## config.mk

```make
export PLATFORM = sky130hd
export DESIGN_NAME = matrix_input_loader_flat
export DESIGN_NICKNAME = d
export VERILOG_FILES = /design/src/rtl/matrix_input_loader_if.sv /design/src/rtl/matrix_input_loader.sv /design/src/flat_wrapper.sv
export SDC_FILE = /design/constraint.sdc
export NUM_CORES = 1
export LEC_CHECK = 0
export ABC_AREA = 1
export BUFFER_PORTS_ARGS = -buffer_cell sky130_fd_sc_hd__buf_2
export CAP_MARGIN = 25
export CORE_UTILIZATION = 35
export CTS_BUF_LIST = sky130_fd_sc_hd__clkbuf_2
export DETAILED_ROUTE_END_ITERATION = 6
export SYNTH_ARGS = -nofsm -noshare
export SYNTH_HDL_FRONTEND = slang
export SYNTH_SLANG_ARGS = --single-unit
```

## constraint.sdc

```tcl
create_clock -name clk -period 1.1 [get_ports clk]
set_input_delay 0.11 -clock clk [delete_from_list [all_inputs] [get_ports clk]]
set_output_delay 0.11 -clock clk [all_outputs]
set_load 0.005 [all_outputs]
```

## src/rtl/matrix_input_loader_if.sv

```systemverilog
// Operand/handshake bundle between the switch-side loader and the matrix multiplier.
interface matrix_input_loader_if;
    logic [7:0] data_in;
    logic       load_btn;
    logic       clear;
    logic       ack;
    logic [7:0] matrixA;
    logic [7:0] matrixB;
    logic       matrices_valid;
    logic       expect_b;

    modport master (
        output data_in, load_btn, clear, ack,
        input  matrixA, matrixB, matrices_valid, expect_b
    );

    modport slave (
        input  data_in, load_btn, clear, ack,
        output matrixA, matrixB, matrices_valid, expect_b
    );
endinterface

```

## src/rtl/matrix_input_loader.sv

```systemverilog
// Debounced push-button loader: captures matrixA then matrixB from the switches
// and offers both operands to the multiplier under a valid/ack handshake.
module matrix_input_loader #(
    parameter int DEBOUNCE_CYCLES = 4
) (
    input  logic                  clk,
    input  logic                  reset,
    matrix_input_loader_if.slave  bus
);
    localparam int CNT_W = $clog2(DEBOUNCE_CYCLES + 1);

    typedef enum logic [1:0] {IDLE, WAIT_B, VALID} state_e;

    logic             sync1_q, sync2_q;
    logic             deb_q, deb_d, deb_prev_q;
    logic [CNT_W-1:0] cnt_q, cnt_d, cnt_inc;
    logic             press;

    state_e           state_q;
    logic [7:0]       mat_a_q, mat_b_q;
    logic             valid_q, expect_b_q;

    // Level flips only after DEBOUNCE_CYCLES consecutive disagreeing samples.
    always_comb begin
        cnt_inc = cnt_q + CNT_W'(1);
        cnt_d   = '0;
        deb_d   = deb_q;
        if (sync2_q != deb_q) begin
            if (cnt_inc == CNT_W'(DEBOUNCE_CYCLES)) begin
                deb_d = ~deb_q;
            end else begin
                cnt_d = cnt_inc;
            end
        end
    end

    always_ff @(posedge clk) begin
        if (reset) begin
            sync1_q    <= 1'b0;
            sync2_q    <= 1'b0;
            deb_q      <= 1'b0;
            deb_prev_q <= 1'b0;
            cnt_q      <= '0;
        end else begin
            sync1_q    <= bus.load_btn;
            sync2_q    <= sync1_q;
            deb_q      <= deb_d;
            deb_prev_q <= deb_q;
            cnt_q      <= cnt_d;
        end
    end

    assign press = deb_q & ~deb_prev_q;

    // clear outranks ack, which outranks a press landing on the same edge.
    always_ff @(posedge clk) begin
        if (reset) begin
            state_q    <= IDLE;
            mat_a_q    <= 8'h00;
            mat_b_q    <= 8'h00;
            valid_q    <= 1'b0;
            expect_b_q <= 1'b0;
        end else if (bus.clear) begin
            state_q    <= IDLE;
            mat_a_q    <= 8'h00;
            mat_b_q    <= 8'h00;
            valid_q    <= 1'b0;
            expect_b_q <= 1'b0;
        end else begin
            case (state_q)
                IDLE: begin
                    if (press) begin
                        mat_a_q    <= bus.data_in;
                        state_q    <= WAIT_B;
                        expect_b_q <= 1'b1;
                    end
                end
                WAIT_B: begin
                    if (press) begin
                        mat_b_q    <= bus.data_in;
                        state_q    <= VALID;
                        expect_b_q <= 1'b0;
                        valid_q    <= 1'b1;
                    end
                end
                VALID: begin
                    // Operands are kept after ack so the display still shows them.
                    if (bus.ack) begin
                        state_q <= IDLE;
                        valid_q <= 1'b0;
                    end
                end
                default: begin
                    state_q    <= IDLE;
                    valid_q    <= 1'b0;
                    expect_b_q <= 1'b0;
                end
            endcase
        end
    end

    assign bus.matrixA        = mat_a_q;
    assign bus.matrixB        = mat_b_q;
    assign bus.matrices_valid = valid_q;
    assign bus.expect_b       = expect_b_q;
endmodule

```

## src/flat_wrapper.sv

```systemverilog
// flat-port wrapper written by rule: the top's interface ports become plain ports
module matrix_input_loader_flat 
#(
    parameter int DEBOUNCE_CYCLES = 4
)
  (clk, reset, bus_data_in, bus_load_btn, bus_clear, bus_ack, bus_matrixA, bus_matrixB, bus_matrices_valid, bus_expect_b);
  matrix_input_loader_if bus_i ();
  input  logic clk;
  input  logic reset;
  input wire logic [$bits(bus_i.data_in)-1:0] bus_data_in;
  input wire logic [$bits(bus_i.load_btn)-1:0] bus_load_btn;
  input wire logic [$bits(bus_i.clear)-1:0] bus_clear;
  input wire logic [$bits(bus_i.ack)-1:0] bus_ack;
  output wire logic [$bits(bus_i.matrixA)-1:0] bus_matrixA;
  output wire logic [$bits(bus_i.matrixB)-1:0] bus_matrixB;
  output wire logic [$bits(bus_i.matrices_valid)-1:0] bus_matrices_valid;
  output wire logic [$bits(bus_i.expect_b)-1:0] bus_expect_b;
  assign bus_i.data_in = bus_data_in;
  assign bus_i.load_btn = bus_load_btn;
  assign bus_i.clear = bus_clear;
  assign bus_i.ack = bus_ack;
  assign bus_matrixA = bus_i.matrixA;
  assign bus_matrixB = bus_i.matrixB;
  assign bus_matrices_valid = bus_i.matrices_valid;
  assign bus_expect_b = bus_i.expect_b;
  matrix_input_loader #(.DEBOUNCE_CYCLES(DEBOUNCE_CYCLES)) u_core (.clk(clk), .reset(reset), .bus(bus_i));
endmodule
```

---- Word level (Yosys, flattened, before mapping) ----
Index checks and enable logic that the tools add are counted.
operators by class
  reductions and logical operators ........ 9
  $add $sub $neg .......................... 1
  multiplexer cells ....................... 9
  bitwise logic cells ..................... 6
  equal/unequal tests ..................... 7
operators with widths
  operator             number
  $reduce_and 3->1     3
  $mux 2               3
  $pmux 1 s3           2
  $pmux 2 s3           1
  $reduce_and 2->1     3
  $not 1->1            5
  $ne 2x1->1 const B   2
  $add 3x1->3 const B  1
  $eq 3x3->1 const B   1
  $mux 1               3
  $reduce_or 3->1      1
  $eq 2x1->1 const B   1
  $eq 2x2->1 const B   1
  $logic_not 2->1      1
  $ne 2x2->1 const B   1
  $reduce_or 2->1      1
  $and 1x1->1          1
  $ne 1x1->1           1
word-level totals
  input bits .............................. 13
  output and inout port bits .............. 18
  word-level logic and storage cells ...... 42
  register bits ........................... 27

---- Logic depth before layout (Yosys ltp) ----
Gate-level depths: netlist (run 1).
  depth in word-level cells ............... 4
  gate-level depth with buffers ........... 7
  mapped depth without buffers ............ 7

---- Worst setup path after synthesis (run 1) ----
OpenSTA, ideal clock, no wires.
  path type ............................... reg2reg
  from .................................... register u_core.state_q[1]
  to ...................................... register u_core.state_q[1]
  clock period less this slack ............ 0.996 ns
  cell stages (with the launch flop) ...... 6
  library setup time ...................... 0.115 ns
  slack ................................... 0.104 ns
  data arrival time ....................... 0.881 ns
  required time ........................... 0.985 ns
  buffers on the path ..................... 1
  cell sequence ........................... dfxtp_1 -> inv_1 -> nand2_2 -> nor2_8 -> buf_6 -> o21a_1
between the ends
  longest elaborated chain between the ends .. 3
  elaborated cells between the ends (all ways) .. 8
  those cells by class .................... eq/ne (5); mux (1); reduce/logical (2)
RTL lines
  element                                                    RTL line                   source
  start, declared                                            matrix_input_loader.sv:19  state_e state_q;
  start signal, assigned                                     matrix_input_loader.sv:58  state_q <= IDLE;
  start signal, assigned                                     matrix_input_loader.sv:64  state_q <= IDLE;
  start signal, assigned                                     matrix_input_loader.sv:74  state_q <= WAIT_B;
  $eq 2x2->1, or another cell as far along                   matrix_input_loader.sv:70  case (state_q)
  $ne 2x2->1 (no line) / $ne 2x1->1 (equally long branches)  n/a
  $reduce_and 3->1 (no line)                                 n/a
Several ways; a longest one is shown, not always the timed one.
A chain may end at the register's enable or synchronous reset.

---- Worst setup path after layout (run 1) ----
  from .................................... register u_core.cnt_q[0]
  to ...................................... register u_core.deb_q
between the ends
  longest elaborated chain between the ends .. 3
RTL lines
  element                     RTL line                   source
  start, declared             matrix_input_loader.sv:16  logic [CNT_W-1:0] cnt_q, cnt_d, cnt_inc;
  start signal, assigned      matrix_input_loader.sv:49  cnt_q <= cnt_d;
  $add 3x1->3                 matrix_input_loader.sv:25  cnt_inc = cnt_q + CNT_W'(1);
  $eq 3x3->1                  matrix_input_loader.sv:29  if (cnt_inc == CNT_W'(DEBOUNCE_CYCLES)) begin
  $reduce_and 2->1 (no line)  n/a
  end signal, assigned        matrix_input_loader.sv:41  deb_q <= 1'b0;
  end signal, assigned        matrix_input_loader.sv:47  deb_q <= deb_d;
  end, declared               matrix_input_loader.sv:15  logic deb_q, deb_d, deb_prev_q;
Every way passes these cells.

==> results of run 1 <==
placed cells by master (no fill, tap or decap), types with 2 or more instances in the layout:
cell type       synthesis  final
nor2_2                  1      2
nand3_1                 9      8
nand2_1                36     35
dlygate4sd3_1           0      5
nand2_4                 2      3
nor2_4                  1      3
buf_4                   0      3
nand4_1                 2      2
nor2_1                 28     28
inv_1                  22     21
ha_1                    2      2
a21oi_1                 9      9
dfxtp_1                27     23
inv_2                   1      2
clkbuf_2                0      3
dlymetal6s4s_1          0      2
buf_2                   1     29
dfxtp_2                 0      3
sequential cells by signal, summed over array words and instances (netlist names):
signal and cells:
u_core.deb_prev_q 1, u_core.cnt_q 3, u_core.bus.expect_b 1, u_core.state_q 2, u_core.sync1_q 1, u_core.bus.matrices_valid 1
u_core.bus.matrixB 8, u_core.deb_q 1, u_core.bus.matrixA 8, u_core.sync2_q 1
worst min-delay path, cell delays in order:
cell     delay (ps)
buf_2            90
o21ai_0          70
nand2_1          50
nor2_1           40
worst max-delay path by stage:
| stage | from | depth (start not counted) | endpoint | slack [ps] |
|---|---|---|---|---|
| final | u_core.cnt_q[0] | 6 | u_core.deb_q | 80 |
| after CTS | reset | 4 | u_core.sync1_q | 20 |
| after detailed placement | u_core.deb_q | 5 | u_core.bus.matrixA[1] | 20 |
| after global placement | u_core.deb_q | 5 | u_core.bus.matrixA[2] | 50 |
| after global routing | u_core.cnt_q[0] | 6 | u_core.cnt_q[0] | -10 |
| after floorplan | u_core.state_q[1] | 5 | u_core.state_q[1] | 100 |
what timing repair did:
item / CTS / global route
endpoints found under the hold margin: 4 / 3
hold buffers: 4 / 3
gates resized for setup: 1 / 10
gates cloned: 0 / 3
pin swaps: 0 / 3
setup endpoints to repair: 1 / 21
report_power, final:
group / total, mW / switching (mW) / internal (mW)
Clock: 0.361 / 0.278 / 0.0825
Combinational: 0.0890 / 0.0440 / 0.0450
Sequential: 0.986 / 0.00248 / 0.983
stage by stage:
| step | worst slack (ps) | cell area, µm² | utilization |
|---|---|---|---|
| floorplan | 104.0 | 1106 | - |
| global placement | 48.66 | 1318 | 0.4351 |
| CTS | 17.09 | 1379 | 0.4554 |
| global route | -10.67 | 1456 | 0.4810 |
| detailed placement | 23.27 | 1318 | 0.4351 |
| finish | 83.04 | 1456 | 0.4810 |
cell type report:
| type | instances | share of cell area |
|---|---|---|
| repair buffers | 39 | 0.1667 |
| multi-input cells | 99 | 0.3436 |
| flip-flops and latches | 27 | 0.3763 |
| clock buffers | 3 | 0.01031 |
| clock inverters | 1 | 0.003436 |
| well taps | 44 | 0.03780 |
| inverters | 24 | 0.06186 |
routing by layer:
layer / routed length (µm) / GRT usage / vias up
li1: - / - / 543
met4: 19 / 0.04762 / 0
met2: 1228 / 0.2365 / 19
met1: 1066 / 0.1704 / 450
met3: 90 / 0.05134 / 2
met5: 0 / 0 / -
cell families after synthesis:
family | synth area share
simple gates | 0.3337
flops | 0.4887
buf+inv | 0.09614
compound gates | 0.05882
fa+ha+maj | 0.02262
==> impl_metrics.ini, run 1 <==
[run_status]
status = finished, final reports clean

[worst_setup_path]
cpMostUsedCell = nand2_1
crit_path_cell_trace = ha_1 > nand2_1 > nand3_2 > nand2_1 > inv_1 > nor2_1
r2r-start = u_core.cnt_q[0]
regToRegSetupSlack_ps = 80
cp-end-kind = register
critPathMaxFanout = 3
critPathKind = register to register
r2r-end = u_core.deb_q
critPathMaxStageDelay_ps = 380
cp-start-kind = register
reg2reg_depth = 6
arrival_ps = 1320
worstPathRequired_ps = 1400
cp_slowest_cell = dfxtp_2
crit_buf_inv = 1
crit_family = flip-flops

[placed_design]
hpwl_um = 1692
place_inst = 224
gp_congestion = 0.7147
portBuffers = 30

[route]
drt-total-wl_um = 2404
wl_per_cell_um = 10.14
via_count = 1014
drt_iter0_drc = 50
drcViolationCount = 0
via_per_inst = 4.278
dr.pass1.iters = 4
ant_nets = 0

[power_and_ir_drop]
p_leak_nw = 0.6979
peakVddDrop_uv = 993.8
powerDensity_nw_per_um2 = 985.3
finalPower_mw = 1.435

[worst_hold_path]
hold_path_depth = 4
hold_class = primary input to register
worstHoldEndpoint = u_core.bus.matrices_valid
hold_start = bus_ack

[logic_synthesis]
synth_cell_type_count = 21
yosysTopAreaCellShare = 0.4887
yosys_most_used_dff = dfxtp_1
seq_area_frac_synth = 0.4887
syn_nets = 164
synthTopCellsByCount = nand2_1 (36), nor2_1 (28), dfxtp_1 (27)
netlist_top_cells_area = dfxtp_1 (49%), nand2_1 (12%), nor2_1 (9.5%), inv_1 (7.5%), a21oi_1 (4.1%)
ys_ff_latch = 27
yosys.area.top_type = dfxtp_1
synth_warnings = 0
postSynth.asyncResetShare = 0
yosysMostFrequentCell = nand2_1
netlist_area_um2 = 1106
avgSynthCellArea_um2 = 7.423
synth-edff-count = 0
synthCells = 149

[global_route]
grt_pass1_wl_um = 3684
gr-total-overflow = 0
grt_util_all_layers = 0.1423
antenna_found_initial = 0
grt_pass1_vias = 884
grt_max_degree = 19

[final_layout]
multi_input_area_um2 = 500.5
register_area_um2 = 548.0
drive_above_1_share = 0.2746
syn_to_final_growth_pct = 31.67
final_nets = 209
fillerInstances = 321
antennaDiodeCount = 0
final-instance-count-excl-fill = 237

[cts]
path_clk_slew_ps = 240
numCtsBuffers = 3
cts_buffer_depth = 2
clock_latency_ps = 350
cts_sinks = 27
cts-root-buf = clkbuf_2
cts_tree = done
htreeDepth = 1
post-cts-setup-buffer-count = 0

[timing]
setup_viol = 0
fmax_ghz = 0.9833
worst_pin_slew_ps = 240.1
period_needed_ps = 1017
relSlewSlack = 0.8399
setup_tns_ps = 0
period_share = 0.9245
hold_violations = 0
slew_violations = 0
fin_worst_skew_ps = 12.68
whs_ps = 8.201

[flow_run]
cap_violations = 0

[die]
dieArea_um2 = 3389
chipHeight_um = 58.22
ioPinCount = 31
row_count = 20
core_um2 = 3028
fp.dieW_um = 58.22
start_util = 0.3653
Note: power is estimated with default switching activity, not from simulation.
==> run 2, diff against run 1 <==
- CELL_PAD_IN_SITES_DETAIL_PLACEMENT: unset -> 0
- CELL_PAD_IN_SITES_GLOBAL_PLACEMENT: unset -> 1
- PLACE_DENSITY_LB_ADDON: unset -> 0.05
==> run 2 against run 1 <==
Effect of this change: clock skew fell by 1.2 ps; sequential share of layout area is 0.18 points lower; fmax fell by 6.7%; worst setup slack got worse by 73 ps; die area stayed put; cell count up 0.84%; final area grew 0.94%; clock power rose by 4%; combinational power up 1%; largest cell class unchanged; highest routed layer unchanged.
==> impl_metrics.ini, run 2 (same netlist as run 1, synthesis figures left out) <==
[timing]
worst_pin_slew_ps = 244.7
period_share = 0.9912
fin_worst_skew_ps = 11.48
grt_setup_unrepaired = no
setup_tns_ps = 0
period_needed_ps = 1090
whs_ps = 23.77
relSlewSlack = 0.8369
setup_viol = 0
hold_violations = 0
fmax_ghz = 0.9172
slew_violations = 0

[worst_hold_path]
hold_start = bus_data_in[7]
hold_path_depth = 3
hold_class = primary input to register

[worst_setup_path]
arrival_ps = 1370
cp-end-kind = register
cp-start-kind = primary input
critPathMaxFanout = 1
r2r-start = u_core.cnt_q[0]
startpoint = bus_load_btn
critPathKind = primary input to register
worstPathRequired_ps = 1380
reg2reg_depth = 7

[power_and_ir_drop]
peakVddDrop_uv = 552.5
p_leak_nw = 0.6835
powerDensity_nw_per_um2 = 987.9

[die]
chipHeight_um = 58.22
ioPinCount = 31
fp.dieW_um = 58.22
core_um2 = 3028
start_util = 0.3653
row_count = 20
dieArea_um2 = 3389

[global_route]
gr-total-overflow = 0
grt_pass1_vias = 903
grt_pass1_wl_um = 3795
antenna_found_initial = 0
grt_util_all_layers = 0.1456
grt_max_degree = 19

[route]
dr.pass1.iters = 6
ant_nets = 0
wl_per_cell_um = 10.21
via_per_inst = 4.318
via_count = 1032
drt-total-wl_um = 2441
drcViolationCount = 0
drt_iter0_drc = 35

[placed_design]
place_inst = 224
gp_congestion = 0.6790
portBuffers = 30
hpwl_um = 1683

[final_layout]
mostFrequentLayoutCells = nand2_1 (36), buf_2 (29), nor2_1 (28)
syn_to_final_growth_pct = 32.92
final_common_cell = nand2_1
multi_input_area_um2 = 506.7
fillerInstances = 326
antennaDiodeCount = 0
drive_above_1_share = 0.2923
register_area_um2 = 550.5
final_nets = 211
final-instance-count-excl-fill = 239

[cts]
post-cts-setup-buffer-count = 0
path_clk_slew_ps = 240
cts-root-buf = clkbuf_2
cts_buffer_depth = 2
htreeDepth = 1
cts_sinks = 27
numCtsBuffers = 3
clock_latency_ps = 350
cts_tree = done

[flow_run]
cap_violations = 0

[run_status]
status = finished, final reports clean
run 2: cell types whose count changed in the layout (fill, tap and decap cells not counted), moves of 2 or more:
cell / before / now
dfxtp_1: 23 / 21
dfxtp_2: 3 / 5
dlygate4sd3_1: 5 / 8
dlymetal6s4s_1: 2 / 0
run 2: critical path, cell delays in order:
cell	delay, ps
dlygate4sd3_1	530
buf_2	120
inv_1	40
nor2_1	30
dlygate4sd3_1	550
run 2: area by class of cell:
cell class              count  share of cell area
repair buffers             40              0.1685
well taps                  44             0.03745
flip-flops and latches     27              0.3745
clock buffers               4             0.01362
inverters                  24             0.06128
multi-input cells         100              0.3447
run 2: final timing paths:
| check | slack, ps | endpoint |
|---|---|---|
| worst min register to register | 420 | u_core.sync2_q |
| worst min-delay path | 20 | u_core.bus.matrixA[7] |
| worst max-delay path | 10 | u_core.sync1_q |
| worst max register to register | 80 | u_core.deb_q |
run 2: where the power goes:
part | total (mW) | internal [mW] | switching [mW]
combinational | 0.0899 | 0.0461 | 0.0439
clock | 0.377 | 0.0960 | 0.281
sequential | 0.986 | 0.983 | 0.00245
total | 1.45 | 1.13 | 0.327
run 2: per-layer routing:
metal / vias to the layer above / GRT usage / wire (µm)
met5: - / 0 / 0
met4: 0 / 0.06122 / 19
met2: 26 / 0.2233 / 1131
li1: 549 / - / -
met3: 2 / 0.03125 / 111
met1: 455 / 0.1981 / 1180
run 2: through the flow:
step                cell area, µm²  utilization  setup slack [ps]  power (mW)
floorplan                     1106            -             104.0       1.038
global placement              1318       0.4351             34.46       1.075
detailed placement            1318       0.4351             5.250       1.075
CTS                           1419       0.4686             6.686       1.484
global route                  1470       0.4855             6.175       1.525
finish                        1470       0.4855             9.699       1.452
run 2: repair_timing:
item	in CTS	in global routing
gates resized for setup	1	11
endpoints found under the setup margin	9	23
pin swaps	0	3
cloned	0	4
hold endpoints to repair	8	0
hold buffers	8	0
==> run 3, diff against run 2 <==
- CAP_MARGIN: 25 -> 5
- REMOVE_ABC_BUFFERS: unset -> 1
==> run 3 against run 2 <==
Effect of this change: the run now ends with setup timing left; global-route usage decreased by 0.64 points; fmax decreased by 1.2%; worst setup slack got worse by 14 ps; utilization increased by 0.54 points; clock power decreased by 2%; sequential power decreased by 0.5%; sequential cell count unchanged; routed wire length decreased by 7.9%; die area unchanged; clock skew decreased by 8.2 ps; critical endpoint unchanged.
==> impl_metrics.ini, run 3 (same netlist as run 1, synthesis figures left out) <==
[run_status]
status = finished, violations left
violations = setup timing

[final_layout]
multi_input_area_um2 = 525.5
final_nets = 209
drive_above_1_share = 0.2746
register_area_um2 = 553.0
fillerInstances = 316
stdcell_area_um2 = 1486
antennaDiodeCount = 0
syn_to_final_growth_pct = 34.39
final_common_cell = nand2_1
mostFrequentLayoutCells = nand2_1 (34), buf_2 (29), nor2_1 (28)

[route]
via_count = 1021
drt_iter0_drc = 35
wl_per_cell_um = 9.481
drcViolationCount = 0
via_per_inst = 4.308
ant_nets = 0
drt-total-wl_um = 2247
dr.pass1.iters = 4

[timing]
relSlewSlack = 0.8308
hold_violations = 0
period_share = 1.003
slew_violations = 0
fmax_ghz = 0.9060
period_needed_ps = 1104
layout_setup_ws_ps = -3.811
worst_pin_slew_ps = 253.2
setup_viol = 1
fin_worst_skew_ps = 3.317
grt_setup_unrepaired = yes

[cts]
numCtsBuffers = 3
cts_sinks = 27
cts-root-buf = clkbuf_2
cts_buffer_depth = 2
cts_tree = done
path_clk_slew_ps = 230
htreeDepth = 1
clock_latency_ps = 340
post-cts-setup-buffer-count = 0

[worst_hold_path]
hold_class = primary input to register
hold_path_depth = 4
hold_start = bus_ack
worstHoldEndpoint = u_core.bus.matrices_valid

[worst_setup_path]
r2r-start = u_core.deb_q
cp-start-kind = primary input
cp-end-kind = register
regToRegSetupSlack_ps = 60
worstPathRequired_ps = 1360
reg2reg_depth = 4
arrival_ps = 1370
r2r-end = u_core.state_q[0]
critPathKind = primary input to register
critPathMaxFanout = 1

[global_route]
grt_max_degree = 15
grt_pass1_wl_um = 3491
gr-total-overflow = 0
antenna_found_initial = 0
grt_util_all_layers = 0.1392
grt_pass1_vias = 760

[placed_design]
hpwl_um = 1603
gp_congestion = 0.8050
placed_cell_area_um2 = 1303
portBuffers = 30

[power_and_ir_drop]
p_leak_nw = 0.6790
powerDensity_nw_per_um2 = 968.6
finalPower_mw = 1.440
peakVddDrop_uv = 595.5

[die]
row_count = 20
fp.dieW_um = 58.22
start_util = 0.3653
ioPinCount = 31
chipHeight_um = 58.22
dieArea_um2 = 3389
core_um2 = 3028

[flow_run]
cap_violations = 0
==> run 3: worst max-delay path: stages <==
cell and delay, ps:
dlygate4sd3_1 530, buf_2 120, inv_1 40, nor2_1 30, dlygate4sd3_1 550
==> run 3: timing repair <==
item / 4_1_cts / 5_1_grt
endpoints found under the hold margin: 4 / 5
gates cloned: 1 / 2
hold buffers: 4 / 5
pin swaps: 2 / 3
resized for setup: 1 / 15
setup endpoints to repair: 13 / 23
==> run 3: worst max path at each step <==
stage | startpoint | end | slack, ps | cells past startpoint
floorplan | bus_clear | u_core.bus.matrixA[0] | 30 | 3
finish | bus_load_btn | u_core.sync1_q | -4 | 5
global placement | u_core.deb_q | u_core.bus.matrixA[3] | 30 | 5
detailed placement | u_core.deb_q | u_core.bus.matrixA[1] | -10 | 5
global route | u_core.deb_q | u_core.bus.matrixA[3] | -10 | 5
CTS | u_core.state_q[1] | u_core.state_q[0] | -20 | 3
==> run 3: per-layer routing <==
layer,global-route usage,vias to the layer above,wire [µm]
li1,-,549,-
met1,0.1794,444,1016
met2,0.2250,24,1121
met3,0.02902,4,77
met4,0.06122,0,31
met5,0,-,0
==> run 3: area by class of cell <==
type | instances | share of cell area
clock buffers | 4 | 0.01347
multi-input cells | 99 | 0.3535
repair buffers | 39 | 0.1633
inverters | 24 | 0.06061
well taps | 44 | 0.03704
flip-flops and latches | 27 | 0.3721
==> run 3: where the power goes <==
part | switching (mW) | total [mW] | internal, mW
combinational | 0.0424 | 0.0906 | 0.0482
sequential | 0.00284 | 0.981 | 0.979
clock | 0.272 | 0.368 | 0.0960
total | 0.317 | 1.44 | 1.12
==> run 3: per-stage QoR <==
stage                     utilization  hold slack (ps)  instances  setup TNS (ps)  setup slack, ps
after CTS                      0.4541          0.06448        231          -75.93           -23.97
after detailed placement       0.4302            320.9        222          -49.36           -12.36
after global routing           0.4909           -8.855        237          -31.18           -10.58
final                          0.4909            31.10        237          -3.811           -3.811
after floorplan                     -            181.2        147               0            26.70
after global placement         0.4302            312.5        222               0            30.82
